File: src/rtl/serial_pattern_detect.sv
// Serial bit-pattern detector with a runtime-programmable pattern and length.
// Overlapping or non-overlapping matches, match pulse and saturating counter.
module serial_pattern_detect #(
  parameter int MAX_LEN = 8,
  parameter int CNT_W = 8,
  localparam int LEN_W = $clog2(MAX_LEN + 1)
) (
  input  logic               clock,
  input  logic               reset,
  input  logic               bitin,
  input  logic               bit_valid,
  input  logic [MAX_LEN-1:0] pattern,
  input  logic [LEN_W-1:0]   pat_len,
  input  logic               overlap,
  input  logic               clear,
  output logic               indicator,
  output logic               match_pulse,
  output logic [CNT_W-1:0]   match_count
);

  // The oldest history bit only ever feeds the shifted view, so it is not kept.
  logic [MAX_LEN-2:0] hist_q, hist_d;
  logic [MAX_LEN-1:0] nh;
  logic [MAX_LEN-1:0] len_mask;
  logic [LEN_W-1:0]   fill_q, fill_d;
  logic [LEN_W-1:0]   fill_inc;
  logic               ind_q, ind_d;
  logic               pulse_q, pulse_d;
  logic [CNT_W-1:0]   cnt_q, cnt_d;
  logic               len_ok;
  logic               fill_ok;
  logic               pat_eq;
  logic               hit;
  logic               cnt_max;

  assign nh = {hist_q, bitin};

  for (genvar g = 0; g < MAX_LEN; g++) begin : g_mask
    assign len_mask[g] = (32'(pat_len) > 32'(g));
  end

  assign len_ok = (pat_len != '0) &&
                  (32'(pat_len) <= 32'(MAX_LEN));

  assign fill_ok = (32'(fill_q) + 32'd1) >= 32'(pat_len);

  assign pat_eq = ((nh ^ pattern) & len_mask) == '0;

  assign hit = bit_valid & len_ok & fill_ok & pat_eq;

  assign fill_inc = (32'(fill_q) >= 32'(MAX_LEN)) ?
                    fill_q : fill_q + LEN_W'(1);

  assign cnt_max = (cnt_q == {CNT_W{1'b1}});

  always_comb begin
    hist_d  = hist_q;
    fill_d  = fill_q;
    ind_d   = ind_q;
    pulse_d = 1'b0;
    cnt_d   = cnt_q;
    if (clear) begin
      hist_d = '0;
      fill_d = '0;
      ind_d  = 1'b0;
      cnt_d  = '0;
    end else if (bit_valid) begin
      hist_d  = nh[MAX_LEN-2:0];
      ind_d   = hit;
      pulse_d = hit;
      // Non-overlapping: bits of a match may not start the next one.
      fill_d  = (hit && !overlap) ? '0 : fill_inc;
      if (hit && !cnt_max) begin
        cnt_d = cnt_q + CNT_W'(1);
      end
    end
  end

  always_ff @(posedge clock or posedge reset) begin
    if (reset) begin
      hist_q  <= '0;
      fill_q  <= '0;
      ind_q   <= 1'b0;
      pulse_q <= 1'b0;
      cnt_q   <= '0;
    end else begin
      hist_q  <= hist_d;
      fill_q  <= fill_d;
      ind_q   <= ind_d;
      pulse_q <= pulse_d;
      cnt_q   <= cnt_d;
    end
  end

  assign indicator   = ind_q;
  assign match_pulse = pulse_q;
  assign match_count = cnt_q;

endmodule

File: config.mk
export PLATFORM = sky130hd
export DESIGN_NAME = serial_pattern_detect
export DESIGN_NICKNAME = d
export VERILOG_FILES = /design/src/rtl/serial_pattern_detect.sv
export SDC_FILE = /design/constraint.sdc
export NUM_CORES = 1
export LEC_CHECK = 0
export BUFFER_PORTS_ARGS = -buffer_cell sky130_fd_sc_hd__buf_2
export CORE_ASPECT_RATIO = 0.9
export CORE_MARGIN = 1
export CORE_UTILIZATION = 48
export DETAILED_ROUTE_END_ITERATION = 8
export PLACE_DENSITY_LB_ADDON = 0.08
export RECOVER_POWER = 25
export SLEW_MARGIN = 0
export SYNTH_ARGS = -nofsm -noshare
export SYNTH_HDL_FRONTEND = slang
export SYNTH_SLANG_ARGS = --single-unit
File: constraint.sdc
create_clock -name clock -period 2.2 [get_ports clock]
set_clock_uncertainty 0.1 [all_clocks]
set_input_delay 0.22 -clock clock [delete_from_list [all_inputs] [get_ports clock]]
set_output_delay 0.22 -clock clock [all_outputs]
set_load 0.01 [all_outputs]
# [After elaboration in Yosys (flattened, before gate mapping)]
# Cells that the tools add are included.
[op_classes] div_mod_pow=0 addsub=3 mul=0 bitwise=5 n_reduce_logical=11 order_cmp=11 n_eq_ne=2 n_shift=0 n_mux=13
[ops] operator="$mux 8" count=3
[ops] operator="$gt 4x3->1 const B" count=4
[ops] operator="$mux 4" count=4
[ops] operator="$mux 7" count=2
[ops] operator="$add 8x1->8 const B" count=1
[ops] operator="$and 8x8->8" count=1
[ops] operator="$eq 8x8->1 const B" count=1
[ops] operator="$gt 4x1->1 const B" count=2
[ops] operator="$gt 4x2->1 const B" count=2
[ops] operator="$logic_not 8->1" count=1
[ops] operator="$xor 8x8->8" count=1
[ops] operator="$add 4x1->5 const B" count=1
[ops] operator="$ge 5x4->1" count=1
[ops] operator="$add 4x1->4 const B" count=1
[ops] operator="$ge 4x4->1 const B" count=1
[ops] operator="$le 4x4->1 const B" count=1
[ops] operator="$mux 1" count=4
[ops] operator="$reduce_and 2->1" count=2
[ops] operator="$reduce_bool 2->1" count=2
[ops] operator="$reduce_bool 4->1" count=1
[ops] operator="$and 1x1->1" count=3
[ops] operator="$logic_and 1x1->1" count=3
[ops] operator="$ne 3x2->1 const B" count=1
[ops] operator="$logic_not 1->1" count=2
[word_totals] in_bits=18 register_bits=21 romBits=0 wordCells=50 out_inout_bits=10 ramBits=0 n_memories=0 latch_bits=0

# [Longest topological paths before layout]
[logic_depth] depth_word=9 mapped_depth=9 ltp_nobuf=9

# [Worst setup path before layout]
# OpenSTA, ideal clock, no wires.
[synth_timing] path_kind="register to register" start="register fill_q[0]" end="register cnt_q[5], in the netlist match_count[5]" stages_incl_launch_ff=10 n_path_buf=0 period_less_slack_ns=2.475 path_slack_ns=-0.275 setup_time_ns=0.078 t_arrival_ns=2.297 t_required_ns=2.022 cell_sequence="dfrtp_1 inv_1 ha_1 ha_1 a21o_1 a21o_1 a21oi_1 or4b_4 or3_1 a21oi_1"
[synth_between] elab_chain_cells=7
[synth_lines] item="from (decl)" line="25" rtl="logic [LEN_W-1:0] fill_q, fill_d;"
[synth_lines] item="from (signal assigned)" line="88" rtl="fill_q <= fill_d;"
[synth_lines] item="$add 4x1->5" line="45" rtl="assign fill_ok = (32'(fill_q) + 32'd1) >= 32'(pat_len);"
[synth_lines] item="$ge 5x4->1" line="45"
[synth_lines] item="$and 1x1->1 (2 in a row)" line="49" rtl="assign hit = bit_valid & len_ok & fill_ok & pat_eq;"
[synth_lines] item="$logic_and 1x1->1" line="73" rtl="if (hit && !cnt_max) begin"
[synth_lines] item="$reduce_bool 2->1 (no source line)"
[synth_lines] item="$reduce_and 2->1 (no source line)"
[synth_lines] item="to (signal assigned)" line="91" rtl="cnt_q <= cnt_d;"
[synth_lines] item="to (decl)" line="29" rtl="logic [CNT_W-1:0] cnt_q, cnt_d;"
# No other way between the ends.
# A chain may end at the register's enable or synchronous reset.

# [Final worst setup path]
[layout_timing] start="register fill_q[1]" end="register cnt_q[5], in the netlist match_count[5]"
# The elaborated chain is that of the path after synthesis.

==> metrics.txt <==
drt wl/cell 14.0 um; Area growth syn-to-layout 31.2%; CP Cell Sequence inv_2 > ha_4 > ha_1 > a21o_1 > a21o_1 > a21oi_2 > or4b_4 > or3_4 > a21oi_2; H-tree levels 1; HP Class in -> reg; Ports 28; Finished Core Util 67.0%; Final Non-Filler Cells 204; Starting Density 51.1%; die height 50.8 um; failing checks negative setup slack; sequential group share of total power 55.7%; CTS root buffer clkbuf_4; Synth Cell Area 1270 um^2; endpoints failing hold 0; placed insts 195; Core Area roughly 2500 um^2; leakage 0.815 nW; Final period util 108%; top cells by count, synth 21 x dfrtp_1, 18 x nor2_1, 12 x xnor2_1, 8 x a21oi_1, 8 x mux2i_1; number of remaining DRC errors 0; Max clock buf depth 2; ys flop type dfrtp_1; Port Buf Inserts 27; global-route wire length before repair around 4.9 mm; # rows 17; CTS Sinks 21; TNS Setup -0.860 ns; # setup viols final 9; CTS tree yes; Post-synth ARST share 100%; ranking of synthesized cells by area dfrtp_1 41%, xnor2_1 8.3%, ha_1 6.9%, mux2i_1 6.3%, nor2_1 5.3%; Synth Instances 132; count leader, synth dfrtp_1; YS warnings 0; Switching Fraction 26.9%; Max IR drop VDD between 0.3 and 0.4 mV; Synth top area share 41.3%; RSZ-0062 raised after global routing true; status finished, violations left; final wirelength 2.85 mm; share of layout cells above drive strength 1 35.8%; pwr/cell area 426 nW/um^2; DR iter-0 viols 23; critical path class reg -> reg; P_sw between 0.15 and 0.2 mW; WP data required between 2 and 2.5 ns; syn_area_per_cell 9.63 um^2; Seq cells post-synth 21; drt via density between 5 and 6; syn nets 157; Post-synth EDFFs 0; slowest stage cell on the critical path or4b_4; post-synthesis sequential area ratio 41.3%; TritonCTS Buffers 3; Critical Path End Type flip-flop; Int Pwr 0.520 mW; final RePlAce weighted congestion approximately 0.81; fmax between 0.4 and 0.5 GHz; hpwl dp 2.00 mm; slowest stage delay, CP 0.50 ns; fin. max-slew vios 0; Worst setup SP type flip-flop; worst-path fanout max 3; Clk network pwr share a little over a quarter; clock transition at the registers of the reported paths 0.11 ns; Yosys cell types 34; Final #Nets between 200 and 250; die area 2860 um^2; antenna violations before repair 0; Max-Cap Viols 0; Power Total between 0.7 and 0.8 mW; vias in the first global route around 1100; Die W 56.2 um; largest net degree at the start of global routing 25; crit path time final 2.38 ns; Comb power frac 18.1%; GRT Total Usage 23.1%; gr ovfl total 0; # diodes 0; post-route ant nets 0; setup ws final -0.179 ns; DP Worst Slack -0.260 ns; Rel. slew slack approximately 45%; Via Count 1113; cell taking the most area after synthesis dfrtp_1; worst-margin pin slew approximately 0.8 ns; crit path DAT 2.52 ns; worst skew pair latency 0.31 ns; 1st-pass router iterations 6
-- path summary, 6_finish.rpt --
path,slack (ns),endpoint,start,cells after the start
min,0.08,hist_q[0],bitin,3
max reg2reg,-0.18,match_count[5],fill_q[1],9
max in group asynchronous,0.98,fill_q[0],reset,3
min reg2reg,0.45,indicator,indicator,2
min in group asynchronous,0.52,hist_q[4],reset,3
max,-0.18,match_count[5],fill_q[1],9
-- per-layer routing --
metal | global-route usage (%) | share of wire, %
met1 | 28.6 | 44
met3 | 5.32 | 3.8
met4 | 7.72 | 3.2
met2 | 40.1 | 49
met5 | 0 | 0
-- cells in the final DEF (no fill, tap or decap), types with 2 or more instances in the layout --
cell type  synthesis  final
buf_6              0      2
nor2b_1            4      4
o21ai_1            1      2
mux2i_1            8      8
nand2b_1           3      3
clkbuf_4           0      3
xnor2_1           12     11
and3_1             3      3
mux2_4             0      2
inv_2              0      2
a41oi_1            2      2
ha_1               7      5
buf_2              0     25
inv_1              7      5
a21oi_2            0      2
nor2_1            18     17
nand3_1            3      2
nand2_1            4      4
xor2_1             2      2
a21o_1             2      2
buf_4              0     13
dfrtp_1           21     21
a21oi_1            8      6
nor3_1             5      5
clkbuf_1           1      2
-- flip-flops by register name (all words and copies together), names as in the netlist --
signal       count
indicator        1
match_count      8
fill_q           4
match_pulse      1
hist_q           7
-- timing repair --
item | in CTS | in global routing
hold endpoints to repair | 21 | 0
resized for setup | 11 | 8
setup endpoints to repair | 12 | 14
hold buffers | 1 | 0
buffers inserted | 4 | 0
pin swaps | 6 | 1
-- power by group through the flow --
stage / combinational (mW) / sequential [mW] / clock [mW]
2_1_floorplan: 0.0673 / 0.404 / 0
3_5_place_dp: 0.111 / 0.404 / 0
6_report: 0.129 / 0.396 / 0.186
3_3_place_gp: 0.107 / 0.403 / 0
5_1_grt: 0.144 / 0.397 / 0.213
4_1_cts: 0.125 / 0.396 / 0.194
-- kinds of logic (layout without fill, tap and decap cells) --
logic type      after synthesis  count (layout)  synth area share (%)
xor+xnor                     14              14                  9.65
simple gates                 51              51                  21.5
mux                          10              10                  8.07
buf+inv                      10              54                  2.95
fa+ha+maj                     7               7                  6.89
compound gates               19              19                  9.65
flops                        21              21                  41.3
-- final cells by class --
class                   instances  area (um^2)
fillers                       206          821
multi-input cells             101          791
flip-flops and latches         21          526
repair buffers                 43          263
well taps                      28         35.0
inverters                       7         26.3
clock buffers                   3         22.5
clock inverters                 1         5.00
-- critical path, delay by kind of cell (launching register included) --
family                   cells  cell delay, ns
buffers and inverters        1            0.08
adder cells (fa/ha/maj)      2            0.45
AO/OA/AOI/OAI                4            0.41
flip-flops                   1            0.43
AND/OR/NAND/NOR              2            0.84
-- metrics by stage --
step / hold WS (ns) / area (um^2)
after global routing: 0.0874 / 1670
after detailed placement: 0.316 / 1520
after floorplan: 0.0965 / 1270
after CTS: 0.0779 / 1640
final: 0.0837 / 1670
after global placement: 0.304 / 1520
Power figures use the tool's default switching activity.
